<file path="src/rtl/multiboot_scheduler.sv">
// Multiboot reboot scheduler.
// Arbitrates reboot requests from three core-side requesters and maps the
// winner's slot to a SPI flash bitstream address. It then quiesces the core
// and drives a level REBOOT pulse into the ICAP multiboot sequencer. If the
// FPGA is still running once the timeout expires, it raises a sticky fail.
module multiboot_scheduler #(
  parameter logic [23:0] SLOT0_ADDR   = 24'h000000,
  parameter logic [23:0] SLOT1_ADDR   = 24'h058000,
  parameter logic [23:0] SLOT2_ADDR   = 24'h0B0000,
  parameter logic [23:0] SLOT3_ADDR   = 24'h108000,
  parameter int          GUARD_CYCLES = 1024,
  parameter int          PULSE_LEN    = 16,
  parameter int          TIMEOUT      = 65536
) (
  input  logic        clk_icap,
  input  logic        reset_n,
  input  logic        enable,
  input  logic [2:0]  req,
  input  logic [5:0]  req_slot,
  input  logic        quiesce_ack,
  output logic        busy,
  output logic [2:0]  grant,
  output logic        quiesce,
  output logic [23:0] spi_addr,
  output logic        reboot,
  output logic        fail
);

  // One counter serves all three timed phases, so it is sized for the largest load.
  localparam int MAX_AB = (GUARD_CYCLES > PULSE_LEN) ? GUARD_CYCLES : PULSE_LEN;
  localparam int MAX_N  = (MAX_AB > TIMEOUT) ? MAX_AB : TIMEOUT;
  localparam int CW     = (MAX_N <= 2) ? 1 : $clog2(MAX_N);

  localparam logic [CW-1:0] GUARD_LOAD = CW'(GUARD_CYCLES - 1);
  localparam logic [CW-1:0] PULSE_LOAD = CW'(PULSE_LEN - 1);
  localparam logic [CW-1:0] WAIT_LOAD  = CW'(TIMEOUT - 1);

  typedef enum logic [2:0] {
    S_IDLE,
    S_QUIESCE,
    S_PULSE,
    S_WAIT,
    S_FAIL
  } state_t;

  state_t          state_q, state_d;
  logic [CW-1:0]   cnt_q, cnt_d;
  logic [2:0]      req_q, req_q2;
  logic [2:0]      edge_q, edge_d;
  logic [2:0]      grant_q, grant_d;
  logic [23:0]     spi_addr_q, spi_addr_d;
  logic            busy_q, busy_d;
  logic            quiesce_q, quiesce_d;
  logic            reboot_q, reboot_d;
  logic            fail_q, fail_d;

  logic [2:0]      win;
  logic [1:0]      win_slot;
  logic [23:0]     win_addr;

  // Priority pick among the fresh edges (req[0] highest) and the slot address lookup.
  always_comb begin
    win      = 3'b000;
    win_slot = 2'd0;
    if (edge_q[0]) begin
      win      = 3'b001;
      win_slot = req_slot[1:0];
    end else if (edge_q[1]) begin
      win      = 3'b010;
      win_slot = req_slot[3:2];
    end else if (edge_q[2]) begin
      win      = 3'b100;
      win_slot = req_slot[5:4];
    end
    case (win_slot)
      2'd0:    win_addr = SLOT0_ADDR;
      2'd1:    win_addr = SLOT1_ADDR;
      2'd2:    win_addr = SLOT2_ADDR;
      default: win_addr = SLOT3_ADDR;
    endcase
  end

  // Next-state logic. The outputs are derived from the next state so that each
  // registered output lines up with state_q.
  always_comb begin
    state_d    = state_q;
    cnt_d      = cnt_q;
    grant_d    = grant_q;
    spi_addr_d = spi_addr_q;
    fail_d     = fail_q;
    edge_d     = req_q & ~req_q2;

    case (state_q)
      S_IDLE: begin
        if (enable && (win != 3'b000)) begin
          grant_d    = win;
          spi_addr_d = win_addr;
          fail_d     = 1'b0;
          cnt_d      = GUARD_LOAD;
          state_d    = S_QUIESCE;
        end
      end
      S_QUIESCE: begin
        // Without an ack the guard expires and the reboot is forced anyway.
        if (quiesce_ack || (cnt_q == '0)) begin
          cnt_d   = PULSE_LOAD;
          state_d = S_PULSE;
        end else begin
          cnt_d = cnt_q - 1'b1;
        end
      end
      S_PULSE: begin
        if (cnt_q == '0) begin
          cnt_d   = WAIT_LOAD;
          state_d = S_WAIT;
        end else begin
          cnt_d = cnt_q - 1'b1;
        end
      end
      S_WAIT: begin
        // Normally the FPGA reconfigures here and this branch never completes.
        if (cnt_q == '0) begin
          fail_d  = 1'b1;
          state_d = S_FAIL;
        end else begin
          cnt_d = cnt_q - 1'b1;
        end
      end
      S_FAIL: begin
        grant_d = 3'b000;
        state_d = S_IDLE;
      end
      default: state_d = S_IDLE;
    endcase

    busy_d    = (state_d != S_IDLE);
    quiesce_d = (state_d != S_IDLE);
    reboot_d  = (state_d == S_PULSE);
  end

  // State, counter, edge detect and output registers with synchronous reset.
  always_ff @(posedge clk_icap) begin
    if (!reset_n) begin
      state_q    <= S_IDLE;
      cnt_q      <= '0;
      req_q      <= 3'b000;
      req_q2     <= 3'b000;
      edge_q     <= 3'b000;
      grant_q    <= 3'b000;
      spi_addr_q <= SLOT0_ADDR;
      busy_q     <= 1'b0;
      quiesce_q  <= 1'b0;
      reboot_q   <= 1'b0;
      fail_q     <= 1'b0;
    end else begin
      state_q    <= state_d;
      cnt_q      <= cnt_d;
      req_q      <= req;
      req_q2     <= req_q;
      edge_q     <= edge_d;
      grant_q    <= grant_d;
      spi_addr_q <= spi_addr_d;
      busy_q     <= busy_d;
      quiesce_q  <= quiesce_d;
      reboot_q   <= reboot_d;
      fail_q     <= fail_d;
    end
  end

  assign busy     = busy_q;
  assign grant    = grant_q;
  assign quiesce  = quiesce_q;
  assign spi_addr = spi_addr_q;
  assign reboot   = reboot_q;
  assign fail     = fail_q;

endmodule

</file>
<file path="config.mk">
export PLATFORM = sky130hd
export DESIGN_NAME = multiboot_scheduler
export DESIGN_NICKNAME = d
export VERILOG_FILES = /design/src/rtl/multiboot_scheduler.sv
export SDC_FILE = /design/constraint.sdc
export NUM_CORES = 1
export LEC_CHECK = 0
export ABC_AREA = 1
export BUFFER_PORTS_ARGS = -buffer_cell sky130_fd_sc_hd__buf_2
export CAP_MARGIN = 20
export CORE_MARGIN = 3
export CORE_UTILIZATION = 59
export CTS_BUF_LIST = sky130_fd_sc_hd__clkbuf_16
export CTS_CLUSTER_DIAMETER = 50
export DETAILED_ROUTE_END_ITERATION = 6
export GPL_TIMING_DRIVEN = 0
export PLACE_DENSITY_LB_ADDON = 0.3
export SLEW_MARGIN = 10
export SYNTH_ARGS = -nofsm -noshare
export SYNTH_HDL_FRONTEND = slang
export SYNTH_SLANG_ARGS = --single-unit
</file>
<file path="constraint.sdc">
create_clock -name clk_icap -period 2.43 [get_ports clk_icap]
set_clock_uncertainty 0.05 [all_clocks]
set_input_delay 0.3645 -clock clk_icap [delete_from_list [all_inputs] [get_ports clk_icap]]
set_output_delay 0.3645 -clock clk_icap [all_outputs]
set_load 0.01 [all_outputs]
</file>
==> out/summary.txt <==
max incr delay on CP: 0.32 ns
Final Max Tran Viols: 0
met3 WL post-DR: 287 um
design area: 0.002671 sq mm
warnings from Yosys: 0
P_leak: 1.405 nW
die boundary width: 67.51 um
Vias per Instance: 5.000
Routed WL per cell: 11.99 um
DR pass1 iterations: 5
Register-to-Register Path Depth: 10
starting density of the core: 63.87%
wl on met1: 2173 um
Power Total: 2.073 mW
Max-Cap Viols: 0
syn_area_per_cell: 6.911 sq um
Cells after DPL: 411
leading cell type in the layout, fill and taps excluded: nand2_1
dpl cell area: 0.002479 sq mm
Antenna diodes: 0
multi-input logic area: 0.001157 sq mm
mapped cell area: 0.002232 sq mm
hold_buf cts: 0
via count: 2095
H-Tree Depth: 2
Final Non-Filler Cells: 419
CP Max Fanout: 10
Post-Synth XOR/XNOR Area: 2.354%
Arr. time, crit path: 1.89 ns
Yosys reg bits: 39
detailed-route DRC error count: 0
Final nets: 390
post-synth top area share: 34.98%
CTS root buf: clkbuf_16
Fin Hold WS: 0.2144 ns
GRT Overall Usage: 24.08%
die area: 0.004558 sq mm
insertion delay to the later sink of the worst-skew pair: 0.28 ns
Critical Path RT: 2.54 ns
vias in the first global route: 1953
Crit. End Element: flip-flop
FF+latch area: 780.7 sq um
mux contribution to synthesized area: 0%
initial antenna violation count: 0
Post-Synth Adder-Cell Area: 2.803%
met2 WL: 2485 um
Synth Area in Simple Gates: 34.42%
unrepaired setup endpoints after global routing: no
FP Rows: 21
Post-Route WL: 5023 um
DR top layer: met4
Yosys top cell by area: dfxtp_1
largest net degree at the start of global routing: 14
final hold violations: 0
number of port buffers: 25
CTS tree: built
largest cells by area after synthesis: dfxtp_1 (35%), nand2_1 (12%), nor2_1 (7.6%)
VDD IR max: 0.0005913 V
HP Class: input pin to flip-flop
Antenna Nets Post-Route: 0
TNS Setup: 0 ns
Synth Instances: 323
fmax: 0.5608 GHz
Worst path slowest cell: dfxtp_1
combinational family with the most area after synthesis: simple AND/OR/NAND/NOR gates
Fillers: 290
Num CTS Buffers: 5
global-route wire length before repair: 8335 um
Setup crit start kind: flip-flop
Core Footprint: 0.003495 sq mm
grt ovf: 0
status: finished clean
final setup fails: 0
postcts setup bufs: 0
commonest non-fill, non-tap cells in the layout: nand2_1 (70), nor2_1 (45), inv_1 (40)
P&R area growth vs syn: 19.67%
Period Utilization, post-route: 73.39%
IO Pins: 44
min cycle time layout: 1.783 ns
Power Density: 776.0 mW/mm^2
critical-path cell list: inv_1 > ha_1 > nand2_1 > nor2_4 > nand4_4 > nand2_4 > inv_2 > buf_6 > o21ai_1 > nor2_1
Die H: 67.51 um
clk sink count: 39
Synth Area in Compound Gates: 9.249%
Cell variety after synth: 33
share of cells above drive strength 1: 20.91%
Worst-path clk slew: 0.06 ns
RD Place Congestion: 0.9220
critical path class: flip-flop to flip-flop
Detailed Place HPWL: 3602 um
post-cts resize count: 0
sequential cell area fraction in the yosys report: 34.98%
first-iteration detailed-routing DRC count: 131
Min-Delay Path Depth: 3
Clock Tree Buf Depth: 2
-- kinds of logic after synthesis --
logic type               Yosys count
XOR/XNOR                           6
adder cells (fa/ha/maj)            5
AO/OA/AOI/OAI                     38
AND/OR/NAND/NOR                  163
buffers and inverters             71
other                              1
flip-flops                        39
-- metrics by stage --
step / utilization [%] / setup WS [ns]
floorplan: - / 0.8689
global placement: 70.93 / 0.7105
detailed placement: 70.93 / 0.6928
CTS: 76.44 / 0.6628
global route: 76.44 / 0.5105
finish: 76.44 / 0.6467
-- layer usage --
layer  vias to the layer above  global-route usage, %
li1                       1072                      -
met3                        12                  5.324
met1                       943                  28.19
met4                         0                  9.873
met5                         -                      0
met2                        68                  42.04
-- critical path, delay by kind of cell (launching register included) --
family / cells / cell delay, ns
flops: 1 / 0.32
simple gates: 5 / 0.64
buf+inv: 3 / 0.34
fa+ha+maj: 1 / 0.20
compound gates: 1 / 0.12
-- final timing paths --
check | startpoint | endpoint | slack (ns)
max | cnt_q[0]$_SDFFE_PN0P_ | cnt_q[0]$_SDFFE_PN0P_ | 0.65
min | req[0] | req_q[0]$_SDFF_PN0_ | 0.21
max reg2reg | cnt_q[0]$_SDFFE_PN0P_ | cnt_q[0]$_SDFFE_PN0P_ | 0.65
min reg2reg | req_q2[1]$_SDFF_PN0_ | edge_q[1]$_SDFF_PN0_ | 0.33
-- flip-flops by register name (all words and copies together), names as in the netlist, 3 cells and up --
| signal | cells |
|---|---|
| cnt_q | 16 |
| edge_q | 3 |
| grant | 3 |
| req_q | 3 |
| req_q2 | 3 |
| spi_addr | 5 |
| state_q | 3 |
-- power breakdown --
| part | switching, mW | internal (mW) |
|---|---|---|
| combinational | 0.329 | 0.186 |
| sequential | 0.0366 | 0.683 |
| clock | 0.251 | 0.588 |
-- final cells by class --
cell class                 count  area share (%)
tap                           46           2.155
clock buffer                   5           4.684
buffer                        25           6.932
sequential                    39           29.23
clock inverter                 3           2.529
inverter                      46           6.464
timing repair buffer          25           4.684
multi-input combinational    230           43.33
-- cell usage after synthesis, drive strengths merged --
cell and number:
a211oi 1, a21boi 1, nor2 52, clkinv 1, nor3 3, ha 5
nand2 74, dfxtp 39, xnor2 1, a21oi 19, nand3b 2, inv 45
nand4 4, o221ai 1, buf 23, conb 1, nand3 27, o21ai 16
clkbuf 2, and2 1, xor2 5
(Power assumes the default switching activity.)
